File: src/rtl/vp_ps2_pkg.sv
// Shared constants and types for the PS/2 keyboard receive path.
package vp_ps2_pkg;

   // Prefix bytes
   localparam logic [7:0] PS2_EXT    = 8'hE0;
   localparam logic [7:0] PS2_REL    = 8'hF0;
   localparam logic [7:0] PS2_PAUSE  = 8'hE1;

   // Keyboard status/response bytes that never carry a key
   localparam logic [7:0] PS2_BAT_OK = 8'hAA;
   localparam logic [7:0] PS2_ACK    = 8'hFA;
   localparam logic [7:0] PS2_RESEND = 8'hFE;
   localparam logic [7:0] PS2_ECHO   = 8'hEE;
   localparam logic [7:0] PS2_ERR0   = 8'h00;
   localparam logic [7:0] PS2_ERR1   = 8'hFF;

   // Bytes swallowed after an E1 (pause) prefix
   localparam logic [2:0] PS2_PAUSE_SKIP = 3'd7;

   // Key codes consumed by vp_keymap
   localparam logic [7:0] KEY_UP    = 8'h80;
   localparam logic [7:0] KEY_DOWN  = 8'h81;
   localparam logic [7:0] KEY_LEFT  = 8'h82;
   localparam logic [7:0] KEY_RIGHT = 8'h83;
   localparam logic [7:0] KEY_ENTER = 8'h0D;
   localparam logic [7:0] KEY_SPACE = 8'h20;
   localparam logic [7:0] KEY_BS    = 8'h08;
   localparam logic [7:0] KEY_ESC   = 8'h1B;

   // Frame receiver states
   typedef enum logic [1:0] {
      StIdle,
      StData,
      StParity,
      StStop
   } ps2_state_e;

   function automatic logic is_ignored(input logic [7:0] b);
      return (b == PS2_BAT_OK) || (b == PS2_ACK) || (b == PS2_RESEND) ||
             (b == PS2_ECHO) || (b == PS2_ERR0) || (b == PS2_ERR1);
   endfunction

endpackage

File: src/rtl/ps2_scan2ascii.sv
// Set-2 scancode to vp_keymap key code; 00 means the key is not mapped.
module ps2_scan2ascii
   import vp_ps2_pkg::*;
(
   input  logic [7:0] scancode,
   input  logic       ext,
   output logic [7:0] code
);

   // Pure lookup; E0-prefixed codes only cover the arrow cluster
   always_comb begin
      code = 8'h00;
      if (ext) begin
         case (scancode)
            8'h75:   code = KEY_UP;
            8'h72:   code = KEY_DOWN;
            8'h6B:   code = KEY_LEFT;
            8'h74:   code = KEY_RIGHT;
            default: code = 8'h00;
         endcase
      end else begin
         case (scancode)
            8'h1C: code = 8'h41; // A
            8'h32: code = 8'h42;
            8'h21: code = 8'h43;
            8'h23: code = 8'h44;
            8'h24: code = 8'h45;
            8'h2B: code = 8'h46;
            8'h34: code = 8'h47;
            8'h33: code = 8'h48;
            8'h43: code = 8'h49;
            8'h3B: code = 8'h4A;
            8'h42: code = 8'h4B;
            8'h4B: code = 8'h4C;
            8'h3A: code = 8'h4D;
            8'h31: code = 8'h4E;
            8'h44: code = 8'h4F;
            8'h4D: code = 8'h50;
            8'h15: code = 8'h51;
            8'h2D: code = 8'h52;
            8'h1B: code = 8'h53;
            8'h2C: code = 8'h54;
            8'h3C: code = 8'h55;
            8'h2A: code = 8'h56;
            8'h1D: code = 8'h57;
            8'h22: code = 8'h58;
            8'h35: code = 8'h59;
            8'h1A: code = 8'h5A; // Z
            8'h45: code = 8'h30; // 0
            8'h16: code = 8'h31;
            8'h1E: code = 8'h32;
            8'h26: code = 8'h33;
            8'h25: code = 8'h34;
            8'h2E: code = 8'h35;
            8'h36: code = 8'h36;
            8'h3D: code = 8'h37;
            8'h3E: code = 8'h38;
            8'h46: code = 8'h39; // 9
            8'h29: code = KEY_SPACE;
            8'h5A: code = KEY_ENTER;
            8'h66: code = KEY_BS;
            8'h76: code = KEY_ESC;
            default: code = 8'h00;
         endcase
      end
   end

endmodule

File: src/rtl/ps2_keyb_rx.sv
// PS/2 keyboard receiver: line conditioning, frame deserialiser, prefix
// resolution and a single-entry key event output register.
module ps2_keyb_rx
   import vp_ps2_pkg::*;
#(
   parameter int unsigned FILTER_LEN  = 4,
   parameter int unsigned TIMEOUT_CYC = 20000
) (
   input  logic       clk_i,
   input  logic       res_i,
   input  logic       ps2_clk_i,
   input  logic       ps2_data_i,
   output logic       rx_data_ready_o,
   output logic [7:0] rx_ascii_o,
   output logic       rx_released_o,
   output logic       rx_extended_o,
   input  logic       rx_read_i,
   output logic       rx_overrun_o,
   output logic       frame_err_o
);

   localparam int unsigned TmoW = $clog2(TIMEOUT_CYC + 1);

   // ---------------- input conditioning ----------------
   logic                  clk_s1_q, clk_s2_q, data_s1_q, data_s2_q;
   logic [FILTER_LEN-1:0] filt_sr_q;
   logic                  clk_f_q, clk_f_d;
   logic                  strobe;

   always_comb begin
      clk_f_d = clk_f_q;
      if (filt_sr_q == '0) clk_f_d = 1'b0;
      else if (filt_sr_q == '1) clk_f_d = 1'b1;
   end

   assign strobe = clk_f_q & ~clk_f_d;

   // Two-FF synchronisers and the clock glitch filter history
   always_ff @(posedge clk_i) begin
      if (res_i) begin
         clk_s1_q  <= 1'b1;
         clk_s2_q  <= 1'b1;
         data_s1_q <= 1'b1;
         data_s2_q <= 1'b1;
         filt_sr_q <= '1;
         clk_f_q   <= 1'b1;
      end else begin
         clk_s1_q  <= ps2_clk_i;
         clk_s2_q  <= clk_s1_q;
         data_s1_q <= ps2_data_i;
         data_s2_q <= data_s1_q;
         filt_sr_q <= {filt_sr_q[FILTER_LEN-2:0], clk_s2_q};
         clk_f_q   <= clk_f_d;
      end
   end

   // ---------------- frame FSM ----------------
   ps2_state_e      state_q, state_d;
   logic [2:0]      bitcnt_q, bitcnt_d;
   logic [7:0]      shift_q, shift_d;
   logic            par_q, par_d;
   logic [TmoW-1:0] tmo_q, tmo_d;
   logic            byte_valid, frame_err;

   // Frame state register
   always_ff @(posedge clk_i) begin
      if (res_i) begin
         state_q  <= StIdle;
         bitcnt_q <= '0;
         shift_q  <= '0;
         par_q    <= 1'b0;
         tmo_q    <= '0;
      end else begin
         state_q  <= state_d;
         bitcnt_q <= bitcnt_d;
         shift_q  <= shift_d;
         par_q    <= par_d;
         tmo_q    <= tmo_d;
      end
   end

   // Frame next-state: advances on strobes, aborts on a stalled clock
   always_comb begin
      state_d    = state_q;
      bitcnt_d   = bitcnt_q;
      shift_d    = shift_q;
      par_d      = par_q;
      tmo_d      = tmo_q;
      byte_valid = 1'b0;
      frame_err  = 1'b0;
      if (strobe) begin
         tmo_d = '0;
         unique case (state_q)
            StIdle: begin
               if (!data_s2_q) begin
                  state_d  = StData;
                  bitcnt_d = '0;
               end
            end
            StData: begin
               shift_d  = {data_s2_q, shift_q[7:1]};
               bitcnt_d = bitcnt_q + 3'd1;
               if (bitcnt_q == 3'd7) state_d = StParity;
            end
            StParity: begin
               par_d   = data_s2_q;
               state_d = StStop;
            end
            StStop: begin
               if (data_s2_q && (^{shift_q, par_q})) byte_valid = 1'b1;
               else frame_err = 1'b1;
               state_d = StIdle;
            end
            default: state_d = StIdle;
         endcase
      end else if (state_q == StIdle) begin
         tmo_d = '0;
      end else if (tmo_q == TmoW'(TIMEOUT_CYC)) begin
         state_d   = StIdle;
         frame_err = 1'b1;
         tmo_d     = '0;
      end else begin
         tmo_d = tmo_q + 1'b1;
      end
   end

   // ---------------- stage 1: received byte ----------------
   logic [7:0] byte_q;
   logic       byte_vld_q;
   logic       frame_err_q;

   // Register the completed byte and the error pulse
   always_ff @(posedge clk_i) begin
      if (res_i) begin
         byte_q      <= '0;
         byte_vld_q  <= 1'b0;
         frame_err_q <= 1'b0;
      end else begin
         if (byte_valid) byte_q <= shift_q;
         byte_vld_q  <= byte_valid;
         frame_err_q <= frame_err;
      end
   end

   // ---------------- prefix resolution ----------------
   logic       ext_q, ext_d, rel_q, rel_d;
   logic [2:0] skip_q, skip_d;
   logic [7:0] code;
   logic       evt;

   ps2_scan2ascii u_map (
      .scancode (byte_q),
      .ext      (ext_q),
      .code     (code)
   );

   // Prefix flags track E0/F0; E1 swallows the rest of the pause sequence
   always_comb begin
      ext_d  = ext_q;
      rel_d  = rel_q;
      skip_d = skip_q;
      evt    = 1'b0;
      if (byte_vld_q) begin
         if (skip_q != 3'd0) begin
            skip_d = skip_q - 3'd1;
         end else if (byte_q == PS2_EXT) begin
            ext_d = 1'b1;
         end else if (byte_q == PS2_REL) begin
            rel_d = 1'b1;
         end else if (byte_q == PS2_PAUSE) begin
            skip_d = PS2_PAUSE_SKIP;
         end else if (!is_ignored(byte_q)) begin
            evt   = (code != 8'h00);
            ext_d = 1'b0;
            rel_d = 1'b0;
         end
      end
   end

   // Prefix state register
   always_ff @(posedge clk_i) begin
      if (res_i) begin
         ext_q  <= 1'b0;
         rel_q  <= 1'b0;
         skip_q <= '0;
      end else begin
         ext_q  <= ext_d;
         rel_q  <= rel_d;
         skip_q <= skip_d;
      end
   end

   // ---------------- stage 2: event output ----------------
   logic       ready_q, ready_d, ovr_q, ovr_d, out_rel_q, out_rel_d, out_ext_q, out_ext_d;
   logic [7:0] ascii_q, ascii_d;

   // Single-entry holding register; a new event only lands once consumed
   always_comb begin
      ready_d   = ready_q;
      ovr_d     = ovr_q;
      ascii_d   = ascii_q;
      out_rel_d = out_rel_q;
      out_ext_d = out_ext_q;
      if (evt) begin
         if (!ready_q || rx_read_i) begin
            ready_d   = 1'b1;
            ascii_d   = code;
            out_rel_d = rel_q;
            out_ext_d = ext_q;
            if (rx_read_i) ovr_d = 1'b0;
         end else begin
            ovr_d = 1'b1;
         end
      end else if (rx_read_i && ready_q) begin
         ready_d = 1'b0;
         ovr_d   = 1'b0;
      end
   end

   // Output registers
   always_ff @(posedge clk_i) begin
      if (res_i) begin
         ready_q   <= 1'b0;
         ovr_q     <= 1'b0;
         ascii_q   <= '0;
         out_rel_q <= 1'b0;
         out_ext_q <= 1'b0;
      end else begin
         ready_q   <= ready_d;
         ovr_q     <= ovr_d;
         ascii_q   <= ascii_d;
         out_rel_q <= out_rel_d;
         out_ext_q <= out_ext_d;
      end
   end

   assign rx_data_ready_o = ready_q;
   assign rx_ascii_o      = ascii_q;
   assign rx_released_o   = out_rel_q;
   assign rx_extended_o   = out_ext_q;
   assign rx_overrun_o    = ovr_q;
   assign frame_err_o     = frame_err_q;

endmodule

File: config.mk
export PLATFORM = sky130hd
export DESIGN_NAME = ps2_keyb_rx
export DESIGN_NICKNAME = d
export VERILOG_FILES = /design/src/rtl/vp_ps2_pkg.sv /design/src/rtl/ps2_scan2ascii.sv /design/src/rtl/ps2_keyb_rx.sv
export SDC_FILE = /design/constraint.sdc
export NUM_CORES = 1
export LEC_CHECK = 0
export ABC_AREA = 1
export CAP_MARGIN = 25
export CELL_PAD_IN_SITES_DETAIL_PLACEMENT = 0
export CELL_PAD_IN_SITES_GLOBAL_PLACEMENT = 1
export CORE_ASPECT_RATIO = 1.1
export CORE_MARGIN = 3
export CORE_UTILIZATION = 47
export CTS_BUF_LIST = sky130_fd_sc_hd__clkbuf_16
export DETAILED_ROUTE_END_ITERATION = 12
export MAX_ROUTING_LAYER = met4
export PLACE_DENSITY_LB_ADDON = 0.1
export SYNTH_ARGS = -nofsm -noshare
export SYNTH_HDL_FRONTEND = slang
export SYNTH_SLANG_ARGS = --single-unit
File: constraint.sdc
create_clock -name clk_i -period 7.9 [get_ports clk_i]
set_input_delay 1.58 -clock clk_i [delete_from_list [all_inputs] [get_ports clk_i]]
set_output_delay 1.58 -clock clk_i [all_outputs]
set_load 0.02 [all_outputs]
==> out/results.md <==
## Outcome
* **result of the run** completed

## Synthesis
* **Synth cell types** 38
* **post-synthesis sequential area ratio** 35.9%
* **Syn Nets** 610
* **top-count cell post-synth** sky130_fd_sc_hd__nand2_1
* **most used flip-flop cell after synthesis** sky130_fd_sc_hd__dfxtp_1
* **mux contribution to synthesized area** 0%
* **most area-consuming cells after synthesis** sky130_fd_sc_hd__dfxtp_1 36%, sky130_fd_sc_hd__nand2_1 13%, sky130_fd_sc_hd__inv_1 7.1%
* **share of synthesized flip-flops with an asynchronous set or reset** 0%
* **area share of fa/ha/maj cells after synthesis** 5.29%
* **count of synthesis-stage warnings from yosys** 0
* **cell type with the largest total area after synthesis** sky130_fd_sc_hd__dfxtp_1
* **share of the synthesized area in compound gates (AO/OA/AOI/OAI)** 12.9%
* **main combinational cell family by area after synthesis** simple AND/OR/NAND/NOR gates
* **post-synthesis instance area** 0.00402 mm2
* **number of enable-type register cells in the synthesized netlist** 0
* **area share of and/or/nand/nor cells after synthesis** 35.0%
* **xor/xnor cell area share of the yosys netlist** 1.53%
* **area share of the leading cell type in the synthesized netlist** 35.9%
* **synthesized instance count** 588
* **flip-flop and latch count after synthesis** 72
* **Post-Syn Area per Cell** 6.83 um2
* **top cell types by occurrence after synthesis** 141 x sky130_fd_sc_hd__nand2_1, 76 x sky130_fd_sc_hd__inv_1, 72 x sky130_fd_sc_hd__dfxtp_1

## Routing
* **DRC marker count from the first detailed-route iteration** 180
* **Vias/cell** 5.03
* **wirelength, routed** 8.67 mm
* **post-route ant nets** 0
* **DR vias** 3595
* **average wire per cell in the routed design** 12.1 um
* **number of iterations in the first detailed-routing pass** 5
* **Residual DRC** 0

## CTS
* **TritonCTS sink count** 72
* **clock-pin transition on the worst setup and hold timing paths** 60 ps
* **number of H-tree levels** 3
* **clock buffer count from CTS** 9
* **clock latency on the worst-skew pair** 330 ps
* **CTS tree** yes
* **hold buffer count at cts** 0
* **clock root buffer** sky130_fd_sc_hd__clkbuf_16
* **maximum buffer depth of the clock tree** 2
* **Setup Fix Bufs, Post-CTS** 0
* **quantity of gates resized following cts** 0

## Critical path
* **Worst path depth** 14
* **number of cells on the worst reg-to-reg path** 17
* **reg-to-reg startpoint** filt_sr_q[0]
* **Worst Setup Path Type** in -> reg
* **CP most frequent cell** sky130_fd_sc_hd__nand2_1
* **data arrival time at the worst-slack endpoint** 4260 ps
* **Setup crit start** res_i
* **number of buffers and inverters on the critical path** 5
* **Slowest cell on crit path** sky130_fd_sc_hd__inv_2
* **cell breakdown of the critical path** clkdlybuf4s50_1, buf_4, inv_2, nand2_1, inv_1, ha_1, inv_1, nor2_1, nand2_1, nor2_1, nand2_1, nand2_1, nor2_1, a21oi_2
* **sort of element at the end of the critical path** flip-flop
* **required time worst endpoint** 8150 ps
* **cell class contributing the biggest share of worst-path delay** buffers and inverters
* **Worst path max stage delay** 510 ps
* **CP startpoint kind** input port
* **critical path peak fanout** 36

## Global route
* **met3 Track Usage GR** 5.04%
* **pin count of the biggest net entering global routing** 37
* **met2 routing resource usage after global routing** 32.4%
* **first-pass GRT wire length** 14.8 mm
* **initial antenna violation count** 0
* **number of global-route vias before repair** 3333
* **routing layer with the top usage in global route** met2
* **met1 usage in global routing** 24.0%
* **Tot GR Track Use** 19.6%
* **total global routing overflow** 0

## Power and ir drop
* **switching pwr** 158 uW
* **share of power burned in the clock network** 53.0%
* **Sw Share** 19.7%
* **worst ir drop on vdd** 0.133 mV
* **part of the total power dissipated in combinational logic** 1.3%
* **internal power component** 642 uW
* **areal power density over the cells** 175 mW/mm2
* **proportion of power drawn by flip-flops and latches** 45.7%
* **leakage component of the power** 0.00194 uW

## Timing
* **worst-case hold slack** 406 ps
* **fmax** 250 MHz
* **worst-margin pin slew** 752 ps
* **number of pins with negative max-slew slack in the final report** 0
* **final count of hold timing violations** 0
* **Post-Route Skew** 10.4 ps
* **setup-violating endpoint count in the final report** 0
* **setup repair after global routing missed its margin** no
* **sum of negative setup slack** 0 ps
* **Max-slew headroom** 49.6%
* **min Tclk post-route** 4010 ps
* **crit share post-route** 50.7%

## Job
* **number of violations of the max-capacitance limit** 0

## Finish
* **Area Overhead vs Synth** 13.6%
* **fraction of layout instances using a drive strength above 1** 7.41%
* **post-layout instance count excluding filler cells** 715
* **antenna diode count** 0
* **area of all placed cells without fillers** 0.00456 mm2
* **Layout Nets** 624

## Floorplanning
* **overall die height** 103 um
* **CORE AREA** 0.00813 mm2
* **starting density of the core** 49.4%
* **area of the die** 0.00970 mm2
* **Top Ports** 18
* **Rows** 34
* **horizontal extent of the die** 94.2 um

## Place
* **RD Place Congestion** 0.882
* **area of placed instances** 0.00425 mm2
* **total instance count after detailed placement** 699
* **placed wire-length estimate after detailed placement** 6.51 mm
* **PortBufs** 17

## Hold path
* **instance count along the most critical hold path** 1
* **start point of the worst hold path** clk_s2_q
* **worst hold-check path type** reg -> reg

## area by class of cell
type | instances | area (um2)
Inverter | 80 | 300
Multi-Input combinational cell | 421 | 2200
Timing Repair Buffer | 18 | 178
Sequential cell | 72 | 1440
Clock inverter | 7 | 87.6
Tap cell | 108 | 135
Clock buffer | 9 | 225
Fill cell | 765 | 3560
## cell usage in the layout, fill, tap and decap left out, drive strengths merged
| cell | count |
|---|---|
| nand2 | 147 |
| nor3b | 5 |
| nand3 | 40 |
| nand3b | 2 |
| bufinv | 2 |
| o31ai | 2 |
| dfxtp | 72 |
| xor2 | 5 |
| clkbuf | 9 |
| inv | 83 |
| o21bai | 1 |
| o211ai | 5 |
| nand4 | 18 |
| a211oi | 2 |
| or2 | 6 |
| nor3 | 15 |
| ha | 17 |
| nor4 | 2 |
| nor2 | 70 |
| xnor2 | 2 |
| buf | 1 |
| o2111ai | 1 |
| a31oi | 2 |
| clkinvlp | 1 |
| a21oi | 42 |
| clkdlybuf4s50 | 17 |
| clkinv | 1 |
| o21ai | 35 |
| a22o | 2 |
## sequential cells by signal (all words and copies together) (netlist names), 2 cells and up, named ones only
| name | flops |
|---|---|
| state_q | 2 |
| byte_q | 8 |
| tmo_q | 15 |
| rx_ascii_o | 8 |
| filt_sr_q | 4 |
| shift_q | 8 |
| bitcnt_q | 3 |
| skip_q | 3 |
## layer usage
layer  wire [um]  up-vias
li1            -     1936
met1        4230     1586
met2        4040       64
met3         330        9
met4          75        0
met5           0        -
## kinds of logic (layout without fill, tap and decap cells)
kind of cell,Yosys count,count (layout)
simple gates,305,305
buf+inv,95,114
compound gates,92,92
flops,72,72
fa+ha+maj,17,17
xor+xnor,7,7
## final timing paths
check / end / slack (ps)
worst max-delay path: flip-flop / 3890
worst min-delay path: filt_sr_q[0] / 410
worst max register to register: flip-flop / 4760
worst min register to register: filt_sr_q[0] / 410
## power by group through the flow
stage	logic (uW)	clock network, uW	registers [uW]
5_1_grt	11.6	452	365
6_report	10.5	424	365
3_5_place_dp	10.6	0	373
4_1_cts	10.6	433	365
3_3_place_gp	10.6	0	373
2_1_floorplan	7.33	0	373
## stage by stage
stage	utilization (%)	setup slack, ps	total power (uW)
5_1_grt	56.2	3550	829
2_1_floorplan	-	4750	380
4_1_cts	56.2	3930	809
3_5_place_dp	52.3	3590	384
3_3_place_gp	52.3	3600	384
6_report	56.2	3890	800
No activity file was read; power rests on OpenSTA's default activity.
==> variant 1, RTL diff (config.mk and constraints unchanged) <==
Re-encode `ps2_state_e` (4 states) as one-hot, 4 bits wide.
--- a/src/rtl/vp_ps2_pkg.sv
+++ b/src/rtl/vp_ps2_pkg.sv
@@ -28,11 +28,11 @@
    localparam logic [7:0] KEY_ESC   = 8'h1B;
 
    // Frame receiver states
-   typedef enum logic [1:0] {
-      StIdle,
-      StData,
-      StParity,
-      StStop
+   typedef enum logic [3:0] {
+      StIdle   = 4'b0001,
+      StData   = 4'b0010,
+      StParity = 4'b0100,
+      StStop   = 4'b1000
    } ps2_state_e;
 
    function automatic logic is_ignored(input logic [7:0] b);
Behaviour: same outputs for any inputs over 10 cycles, from zero or initial values; not proved beyond that.
==> variant 1 against the original RTL <==
Wire length is 5.4% higher; critical path depth is 1 lower; sequential power is 3% higher; sequential cell count is 2 higher; clock skew is 0.86 ps higher; cell area is 3.5% higher; worst setup slack better by 120 ps; total power is 3.0% higher; area after synthesis is 2.6% higher.
==> variant 1: results (changes against the original RTL) <==
GPL Wtd Cong = 0.936 (+6.1%)
vias per cell = 5.11 (+1.7%)
metal3 WL = 357 um (+8.2%)
1st-iter DRT viols = 159 (-12%)
# diodes = 0 (unchanged)
Max VDD drop = 0.109 mV (-18%)
DP HPWL = 6830 um (+4.9%)
CTS buffer count = 9 (unchanged)
met2 wire length = 4110 um (+1.9%)
min-delay src = data_s1_q
Post-synth ARST share = 0 (unchanged)
Worst EP arrival = 4110 ps (-150 ps)
Top Layer Used = met4
YS warnings = 0 (unchanged)
r2r startpoint = filt_sr_q[3]
max incr delay on CP = 450 ps (-60 ps)
Tightest Pin Transition = 868 ps (+116 ps)
GR Util All Layers = 0.203 (+0.00743)
drt first pass iters = 5 (unchanged)
share of layout cells above drive strength 1 = 0.107 (+0.0333)
post_cts resized = 0 (unchanged)
initial antenna violation count = 0 (unchanged)
Post-CTS Setup Bufs = 0 (unchanged)
nets@finish = 646 (+3.5%)
Worst Hold Class = reg -> reg
clk_lat worst skew = 330 ps (about the same)
max reg flops = 15 (unchanged)
synth unique cells = 42 (+11%)
syn_nets = 628 (+3.0%)
H-tree levels = 3 (unchanged)
Pint = 0.658 mW (+2.4%)
Critical-path top delay cell = clkdlybuf4s50_1
status = finished, final reports clean
drt wl/cell = 12.3 um (+1.3%)
clk buf depth = 2 (unchanged)
vias in the first global route = 3545 (+6.4%)
register area share after synthesis = 0.359 (+0.000457)
worst-case reg-to-reg path depth = 16 (-1)
dominant cells by area after synthesis = dfxtp_1 36%, nand2_1 12%, inv_1 7.7%
root buffer cell = clkbuf_16
Lkg Pwr = 2.10 nW (+8.0%)
wl on met1 = 4540 um (+7.5%)
hold worst-path end = data_s2_q
# port buffers = 17 (unchanged)
first-pass GRT wire length = 15900 um (+7.3%)
clock skew = 11.3 ps (+0.864 ps)
largest net degree at the start of global routing = 34 (-8.1%)
CP Max Fanout = 25 (-31%)
commonest cells in the netlist = 133 x nand2_1, 85 x inv_1, 74 x dfxtp_1
internal reg-to-reg setup slack = 5060 ps (+300 ps)
==> variant 1: power groups by stage <==
stage	Sequential [mW]	Clock (mW)	Combinational, mW
finish	0.375	0.437	0.0113
global route	0.375	0.467	0.0124
CTS	0.375	0.450	0.00983
detailed placement	0.383	0	0.00977
global placement	0.383	0	0.00959
floorplan	0.383	0	0.00617
==> variant 1: stage by stage <==
step	cells	hold slack [ps]	instance area (um^2)	worst slack [ps]
after floorplan	610	389	4120	4640
after global placement	727	396	4370	3350
after detailed placement	727	399	4370	3290
after CTS	743	411	4700	3630
after global routing	744	425	4720	3820
final	744	405	4720	4010
==> variant 1: cell type report <==
cell class | instances | area [um^2]
Fill cell | 847 | 3730
Multi-Input combinational cell | 426 | 2200
Sequential cell | 74 | 1480
Inverter | 97 | 364
Clock buffer | 9 | 225
Timing Repair Buffer | 20 | 213
Tap cell | 111 | 139
Clock inverter | 7 | 100
==> variant 1: worst max-delay path by stage <==
stage               start  endpoint  depth (start not counted)
finish              res_i      flop                         13
floorplan           res_i      flop                         10
detailed placement  res_i      flop                         15
global route        res_i      flop                         17
CTS                 res_i      flop                         12
global placement    res_i      flop                         11
==> variant 1: kinds of logic (layout without fill, tap and decap cells) <==
kind of cell,count (synthesis),count (layout),share of synthesized area
DFF,74,74,0.359
buffers and inverters,110,133,0.107
adders and majority gates,13,13,0.0394
AOI/OAI and AO/OA,112,112,0.154
and+or+nand+nor,298,298,0.334
xor gates and xnor gates,3,3,0.00637
==> variant 1: worst register-to-register path, stage by stage (launching register included) <==
cell	delay (ps)
dfxtp_1	310
nor2_1	100
nand3_1	100
nor2_2	170
inv_2	100
nor2_2	230
nand3_2	300
nand2_1	130
nand3_1	250
inv_1	220
ha_1	210
nand2_1	90
nor2_2	190
nor2_1	90
nand3_1	70
nand3_1	80
a21oi_1	130
==> variant 1: per-layer routing <==
metal,up-vias,GRT usage
li1,2004,-
met1,1711,0.266
met2,75,0.310
met3,13,0.0427
met4,0,0.0691
met5,-,-
==> variant 2, RTL diff (same flow settings) <==
Made on the original files. Set the parameter `TIMEOUT_CYC` to 40000 (it was 20000).
--- a/src/rtl/ps2_keyb_rx.sv
+++ b/src/rtl/ps2_keyb_rx.sv
@@ -4,7 +4,7 @@
    import vp_ps2_pkg::*;
 #(
    parameter int unsigned FILTER_LEN  = 4,
-   parameter int unsigned TIMEOUT_CYC = 20000
+   parameter int unsigned TIMEOUT_CYC = 40000
 ) (
    input  logic       clk_i,
    input  logic       res_i,
Function: same outputs for any inputs over 10 cycles, from zero or initial values; that may be too few to reach the edited logic, so the function may still have changed.
==> variant 2 against the original RTL <==
Area after synthesis up 2.7%; sequential cell count is 1 higher; clock power down 3%; largest cell class unchanged; cell area grew 1.9%; global-route usage increased by 1.2 points; worst setup slack got worse by 230 ps; combinational power is 10% lower; sequential share of layout area fell by 0.16 points; via count is 3.9% higher; total power shrank 1.1%; first-iteration DRC count grew 0.56%; clock skew is 1.4 ps lower; register-to-register slack worse by 200 ps; largest power group unchanged; wire length rose by 7.3%.
==> variant 2: results (changes against the original RTL) <==
status = finished, final reports clean
wl on met1 = 4520 um (+6.9%)
Max VDD drop = 0.122 mV (-8.5%)
Total Wirelength = 9300 um (+7.3%)
GPL Wtd Cong = 0.921 (+4.4%)
DP HPWL = 7070 um (+8.6%)
r2r startpoint = filt_sr_q[3]
commonest cells in the netlist = 133 x nand2_1, 84 x inv_1, 73 x dfxtp_1
register area share after synthesis = 0.354 (-0.00461)
Final Util = 0.550 (-0.0113)
Finished Layout Cells = 731 (+2.2%)
number of cells after detailed placement = 715 (+2.3%)
dominant cells by area after synthesis = dfxtp_1 35%, nand2_1 12%, inv_1 7.6%
CP Max Fanout = 21 (-42%)
Worst Hold Class = reg -> reg
synth unique cells = 45 (+18%)
max reg flops = 16 (+1)
max incr delay on CP = 460 ps (-50 ps)
Slew headroom = 0.466 (-0.0302)
GR Util All Layers = 0.208 (+0.0122)
Synth Area in Compound Gates = 0.150 (+0.0215)
H-tree levels = 3 (unchanged)
Cells after Synth = 601 (+2.2%)
FILL cells = 878 (+15%)
Critical-path top delay cell = clkinv_1
clock skew = 9.01 ps (-1.39 ps)
metal3 WL = 257 um (-22%)
syn_nets = 623 (+2.1%)
nets@finish = 637 (+2.1%)
met2 wire length = 4380 um (+8.4%)
adder-cell area share of the yosys netlist = 0.0515 (-0.00140)
pre-CTS setup slack = 3340 ps (-250 ps)
vias in the first global route = 3557 (+6.7%)
Worst EP arrival = 4510 ps (+250 ps)
first-pass GRT wire length = 16200 um (+9.5%)
largest net degree at the start of global routing = 22 (-41%)
vias per cell = 5.11 (+1.6%)
DP Area = 4350 um^2 (+2.3%)
1st-iter DRT viols = 181 (+0.56%)
initial antenna violation count = 0 (unchanged)
drt first pass iters = 4 (-1)
worst setup path start = res_i
Lkg Pwr = 2.07 nW (+6.6%)
Synth Area in XOR/XNOR = 0 (-0.0153)
share of layout cells above drive strength 1 = 0.103 (+0.0291)
variant 2: cell count changes after synthesis, sizes merged, moves of 3 or more:
cell	delta
nand4	-5
o21ai	+8
o211ai	-3
nand3	+6
nor3	-4
nor2	-9
xor2	-5
a21oi	+9
inv	+9
variant 2: path summary, 6_finish.rpt:
check | endpoint | slack (ps) | cells past startpoint
min reg2reg | filt_sr_q[0] | 410 | 1
max | flop | 3670 | 14
max reg2reg | flop | 4560 | 17
min | filt_sr_q[0] | 410 | 1
variant 2: report_power, final:
| part | internal (mW) | switching [mW] |
|---|---|---|
| Combinational | 0.00373 | 0.00568 |
| Sequential | 0.369 | 0.000880 |
| Clock | 0.247 | 0.164 |
variant 2: cell type report:
type	count	area share
inverter	91	0.0748
sequential	73	0.314
clock inverter	7	0.0167
tap	111	0.0299
timing repair buffer	19	0.0398
multi-input combinational	421	0.476
clock buffer	9	0.0484
variant 2: layer usage:
metal  vias up  track usage
met5         -            -
met4         0       0.0660
met3        14       0.0362
met2        53        0.328
met1      1677        0.269
li1       1992            -
